## config.mk

```make
export PLATFORM = sky130hd
export DESIGN_NAME = uart_rx_parity_unit
export DESIGN_NICKNAME = d
export VERILOG_FILES = /design/src/rtl/uart_rx_parity_unit.sv
export SDC_FILE = /design/constraint.sdc
export NUM_CORES = 1
export LEC_CHECK = 0
export CORE_UTILIZATION = 45
export CTS_BUF_LIST = sky130_fd_sc_hd__clkbuf_2
export DETAILED_ROUTE_END_ITERATION = 8
export PLACE_DENSITY_LB_ADDON = 0.12
export SYNTH_ARGS = -nofsm -noshare
export SYNTH_HDL_FRONTEND = slang
export SYNTH_SLANG_ARGS = --single-unit
```

## constraint.sdc

```tcl
create_clock -name clk -period 1.8 [get_ports clk]
set_input_delay 0.18 -clock clk [delete_from_list [all_inputs] [get_ports clk]]
set_output_delay 0.18 -clock clk [all_outputs]
set_load 0.02 [all_outputs]
```

## src/rtl/uart_rx_parity_unit.sv

```systemverilog
// uart_rx_parity_unit
//   UART RX parity checker. Accumulates parity serially while the data bits are
//   sampled, then compares the received parity bit at the mid-bit sample point.
//   Even/odd/mark/space parity, DATA_WIDTH data bits per frame.
//
// Optional feature: define UART_PAR_ERR_CNT_EN to add a saturating parity-error
//   counter (err_count, cleared by err_cnt_clr). Without it those ports are absent.
//
// Ports
//   clk              in   system clock, rising edge
//   rst              in   asynchronous reset, active-high
//   par_typ          in   2'b00 even, 01 odd, 10 mark, 11 space
//   prescale         in   oversampling ratio (8, 16 or 32)
//   edge_count       in   oversample edge index within the current bit
//   sampled_bit      in   majority-sampled bit from the sampler
//   frame_start      in   1-cycle pulse: start bit accepted, begin a new frame
//   data_bit_en      in   RX FSM is in its data-bit phase
//   parity_check_en  in   RX FSM is in its parity-bit phase
//   calc_par         out  expected parity bit (combinational from registers)
//   par_done         out  1-cycle pulse: parity compare performed
//   par_err          out  result of the last compare (1 = mismatch)
//   err_count        out  saturating mismatch count (optional)
//   err_cnt_clr      in   synchronous clear of err_count (optional)

module uart_rx_parity_unit #(
  parameter int unsigned DATA_WIDTH = 8,
  parameter int unsigned PRESCALE_W = 6
`ifdef UART_PAR_ERR_CNT_EN
  ,
  parameter int unsigned CNT_W      = 8
`endif
) (
  input  logic                  clk,
  input  logic                  rst,
  input  logic [1:0]            par_typ,
  input  logic [PRESCALE_W-1:0] prescale,
  input  logic [PRESCALE_W-1:0] edge_count,
  input  logic                  sampled_bit,
  input  logic                  frame_start,
  input  logic                  data_bit_en,
  input  logic                  parity_check_en,
  output logic                  calc_par,
  output logic                  par_done,
  output logic                  par_err
`ifdef UART_PAR_ERR_CNT_EN
  ,
  output logic [CNT_W-1:0]      err_count,
  input  logic                  err_cnt_clr
`endif
);

  localparam int unsigned BCW = $clog2(DATA_WIDTH + 1);
  localparam logic [BCW-1:0] LAST_BIT = BCW'(DATA_WIDTH - 1);

  typedef enum logic [1:0] {
    IDLE   = 2'd0,
    DATA   = 2'd1,
    PARITY = 2'd2
  } state_t;

  state_t           state_q, state_d;
  logic             acc_q, acc_d;
  logic [BCW-1:0]   bit_cnt_q, bit_cnt_d;
  logic             par_err_d, par_done_d;

  logic [PRESCALE_W-1:0] sample_pt;
  logic                  sample_ev;
  logic                  data_ev;
  logic                  par_ev;
  logic                  mismatch;

  // Mid-bit sample point and qualified events; frame_start suppresses any compare.
  assign sample_pt = PRESCALE_W'((prescale >> 1) + PRESCALE_W'(2));
  assign sample_ev = (edge_count == sample_pt);
  assign data_ev   = (state_q == DATA) && data_bit_en && sample_ev && !frame_start;
  assign par_ev    = (state_q == PARITY) && parity_check_en && sample_ev && !frame_start;
  assign mismatch  = (sampled_bit != calc_par);

  // Expected parity bit from the running XOR.
  always_comb begin
    calc_par = acc_q;
    case (par_typ)
      2'b00:   calc_par = acc_q;
      2'b01:   calc_par = ~acc_q;
      2'b10:   calc_par = 1'b1;
      default: calc_par = 1'b0;
    endcase
  end

  // State register.
  always_ff @(posedge clk or posedge rst) begin
    if (rst) begin
      state_q <= IDLE;
    end else begin
      state_q <= state_d;
    end
  end

  // Next-state logic; frame_start restarts from any state.
  always_comb begin
    state_d = state_q;
    if (frame_start) begin
      state_d = DATA;
    end else begin
      case (state_q)
        IDLE:    state_d = IDLE;
        DATA:    if (data_ev && (bit_cnt_q == LAST_BIT)) state_d = PARITY;
        PARITY:  if (par_ev) state_d = IDLE;
        default: state_d = IDLE;
      endcase
    end
  end

  // Output / datapath next values.
  always_comb begin
    acc_d      = acc_q;
    bit_cnt_d  = bit_cnt_q;
    par_err_d  = par_err;
    par_done_d = 1'b0;
    if (frame_start) begin
      acc_d     = 1'b0;
      bit_cnt_d = '0;
      par_err_d = 1'b0;
    end else if (data_ev) begin
      acc_d     = acc_q ^ sampled_bit;
      bit_cnt_d = bit_cnt_q + BCW'(1);
    end else if (par_ev) begin
      par_err_d  = mismatch;
      par_done_d = 1'b1;
    end
  end

  // Datapath and output registers.
  always_ff @(posedge clk or posedge rst) begin
    if (rst) begin
      acc_q     <= 1'b0;
      bit_cnt_q <= '0;
      par_err   <= 1'b0;
      par_done  <= 1'b0;
    end else begin
      acc_q     <= acc_d;
      bit_cnt_q <= bit_cnt_d;
      par_err   <= par_err_d;
      par_done  <= par_done_d;
    end
  end

`ifdef UART_PAR_ERR_CNT_EN
  logic [CNT_W-1:0] err_cnt_d;

  // Saturating mismatch counter; clear beats a same-cycle increment.
  always_comb begin
    err_cnt_d = err_count;
    if (err_cnt_clr) begin
      err_cnt_d = '0;
    end else if (par_ev && mismatch && (err_count != {CNT_W{1'b1}})) begin
      err_cnt_d = err_count + CNT_W'(1);
    end
  end

  always_ff @(posedge clk or posedge rst) begin
    if (rst) begin
      err_count <= '0;
    end else begin
      err_count <= err_cnt_d;
    end
  end
`endif

endmodule

```

==> flow_summary.toml, run 1 <==
[route]
post-route-drc-count = 0
detail_route.first_pass.iterations = 4
drt.antenna.violating_nets = 0
routed_wire_length_per_instance_um = 13.2
drt_wl_total_mm = 1.38
initialDrtViolationCount = 4
vias_per_cell = 5.25
dr_total_vias = 551

[pwr]
total_power_uw = 460
seqPwrFrac_pct = 44.0
clock_power_share_pct = 28.4
switching_part_of_the_total_power_pct = 27.9
power.static_leakage_nw = 0.401
combPwrFrac_pct = 27.5
power.ir.vdd_worst_uv = 383
p_switching_uw = 128
cell_internal_pwr_uw = 332
power.density_cell_area_mw_per_mm2 = 495

[finish]
multi_input_comb_area_sq_um = 419
most-common-layout-cells = "18 x clkdlybuf4s50_1, 9 x dfrtp_1, 6 x xnor2_1"
synthToLayoutAreaGrowth_pct = 49.4
nets = 113
number_of_diodes = 0
layout.cells.non_filler = 105
layout_commonest_cell = "clkdlybuf4s50_1"
area.sequential_sq_um = 225
finalInstanceArea_sq_um = 931
layout-drive-gt1-share_pct = 17.8
finish.utilization_pct = 71.5
fillers = 106

[logic_synthesis]
postSynth.asyncResetShare_pct = 100
synth_enable_flop_cells = 0
synth-main-ff-cell = "dfrtp_1"
synthesis.nets = 86
netlist_instances = 64
synth.yosys.seq_area_share_pct = 36.1
synth_warn = 0
ys_ff_latch = 9
syn-mean-instance-area_sq_um = 9.74
synth_cell_type_count = 27
netlist_area_sq_um = 623

[placement]
post_placement_cell_count = 101
dp.final_hpwl_mm = 1.09
placement.io_buffers = 21
place_congestion = 0.691
dpl_cell_area_sq_um = 863
place_worst_setup_slack_ns = -0.294

[sta]
timing_max_transition_violations_final = 0
worstMarginPinSlew_ns = 0.361
max_slew_margin_pct = 75.8
post-route-worst-setup-slack_ns = 0.0976
max_clock_freq_mhz = 587
finalCritPeriodShare_pct = 94.6
setup-violations-final = 0
finalCriticalPeriod_ns = 1.70
hold_violations = 0
fin_skew_ns = 0.0104

[cts]
tritoncts_num_sinks = 9
clockBufferDepth = 2
cts.clk_slew.worst_paths_ns = 0.09
root_buffer = "clkbuf_2"
post_cts_buffers = 0
clock_tree.htree_level_count = 1
clk_latency_ns = 0.26
tritoncts.num_buffers = 3
tritoncts = "done"

[global_routing]
grt-ovfl-total = 0
grt_pass1_wl_mm = 2.18
grt.total_usage_pct = 22.0
grt_antenna_before_repair = 0
first_global_vias = 538
grt_start_max_net_pins = 10

[floorplan]
die_w_um = 39.2
fp.coreArea_sq_mm = 0.00130
rows = 13
ioPinCount = 23
chipHeight_um = 39.2
initial_utilization_pct = 47.9
area_of_the_die_sq_mm = 0.00154

[worst_setup_path]
path_cells = "clkdlybuf4s50_1 > nand4bb_1 > a21oi_2 > o2111ai_4 > or3_4 > a21oi_2"
worst_path_arrival_ns = 1.89
timing.reg2reg.worst_path_depth = 5
crit_top_cell = "a21oi_2"
cp-start-kind = "input port"
cpMaxStageDelayCell = "clkdlybuf4s50_1"
slowest_stage_delay_on_critical_path_ns = 0.55
timing.critical_path.to_type = "flip-flop"
worst_ep_required_time_ns = 1.99
path_class = "input port to flip-flop"
timing.critical_path.fanout_max = 7

[flow_run]
cap_violations = 0

[worst_hold_path]
holdCritPathClass = "input port to asynchronous set/reset pin"

[outcome]
status = "complete, no violations"
[worst max-delay path: cells and delay by family]
kind	cells	cell delay, ns
AO/OA/AOI/OAI	3	0.59
buffers and inverters	1	0.55
AND/OR/NAND/NOR	2	0.56
[repair_timing]
item                       CTS  global route
pin swaps                    1             3
gates resized for setup      2             7
setup endpoints to repair    2             9
hold buffers                 0             0
[cell families (layout without fill, tap and decap cells)]
kind of cell | after synthesis | after routing | synth area share, %
compound gates | 17 | 17 | 20.7
buf+inv | 5 | 31 | 3.01
simple gates | 22 | 22 | 22.3
xor+xnor | 9 | 9 | 13.9
flops | 9 | 9 | 36.1
fa+ha+maj | 2 | 2 | 4.02
[cells in the mapped netlist (2+ instances only)]
cell / instances / share of area [%]
nor2b_1: 2 / 2.0
xnor2_1: 6 / 8.4
a21oi_1: 6 / 4.8
o21ai_0: 3 / 2.4
inv_1: 4 / 2.4
ha_1: 2 / 4.0
or3_1: 3 / 3.0
dfrtp_1: 9 / 36
nor2_1: 4 / 2.4
xor2_1: 2 / 2.8
nand3_1: 4 / 3.2
nand2_1: 3 / 1.8
and4b_1: 2 / 3.2
[power by group through the flow]
stage	combinational [mW]	clock, mW	sequential [mW]
after global routing	0.138	0.144	0.203
after global placement	0.115	0	0.207
after detailed placement	0.117	0	0.207
final	0.127	0.131	0.203
after CTS	0.121	0.133	0.203
after floorplan	0.0556	0	0.207
[sequential cells by signal, summed over array words and instances (netlist names)]
register   cells
bit_cnt_q      4
state_q        2
acc_q          1
par_done       1
par_err        1
[final cells by class]
type | instances | area share, %
multi-input cells | 50 | 45.0
repair buffers | 23 | 25.0
flip-flops and latches | 9 | 24.2
clock buffers | 4 | 2.15
well taps | 15 | 2.02
inverters | 4 | 1.61
[per-stage QoR]
| stage | hold WS [ns] | TNS, ns |
|---|---|---|
| 4_1_cts | 0.186 | 0 |
| 2_1_floorplan | 0.00792 | 0 |
| 5_1_grt | 0.237 | -0.00172 |
| 3_3_place_gp | 0.470 | -1.46 |
| 3_5_place_dp | 0.467 | -1.80 |
| 6_report | 0.172 | 0 |
[routing by layer]
metal  GRT usage (%)  vias to the layer above  part of all wire, %
met3            6.94                        2                  3.7
li1                -                      282                    -
met2            38.3                       10                   52
met4            7.76                        0                 0.80
met1            24.7                      257                   43
met5               0                        -                    0
[worst paths after layout]
path	slack, ns	from	endpoint
hold reg to reg	0.55	par_err	par_err
max in group asynchronous	1.37	rst	bit_cnt_q[2]
setup / recovery	0.1	prescale[4]	bit_cnt_q[3]
min in group clk	0.55	parity_check_en	par_done
setup reg to reg	0.21	state_q[1]	bit_cnt_q[3]
hold / removal	0.17	rst	bit_cnt_q[3]
Power figures use the tool's default switching activity.
==> run 2, diff against run 1 <==
- CTS_CLUSTER_DIAMETER: unset -> 120
==> results of run 2 <==
Final layout, timing and power as in run 1 (identical DEF).
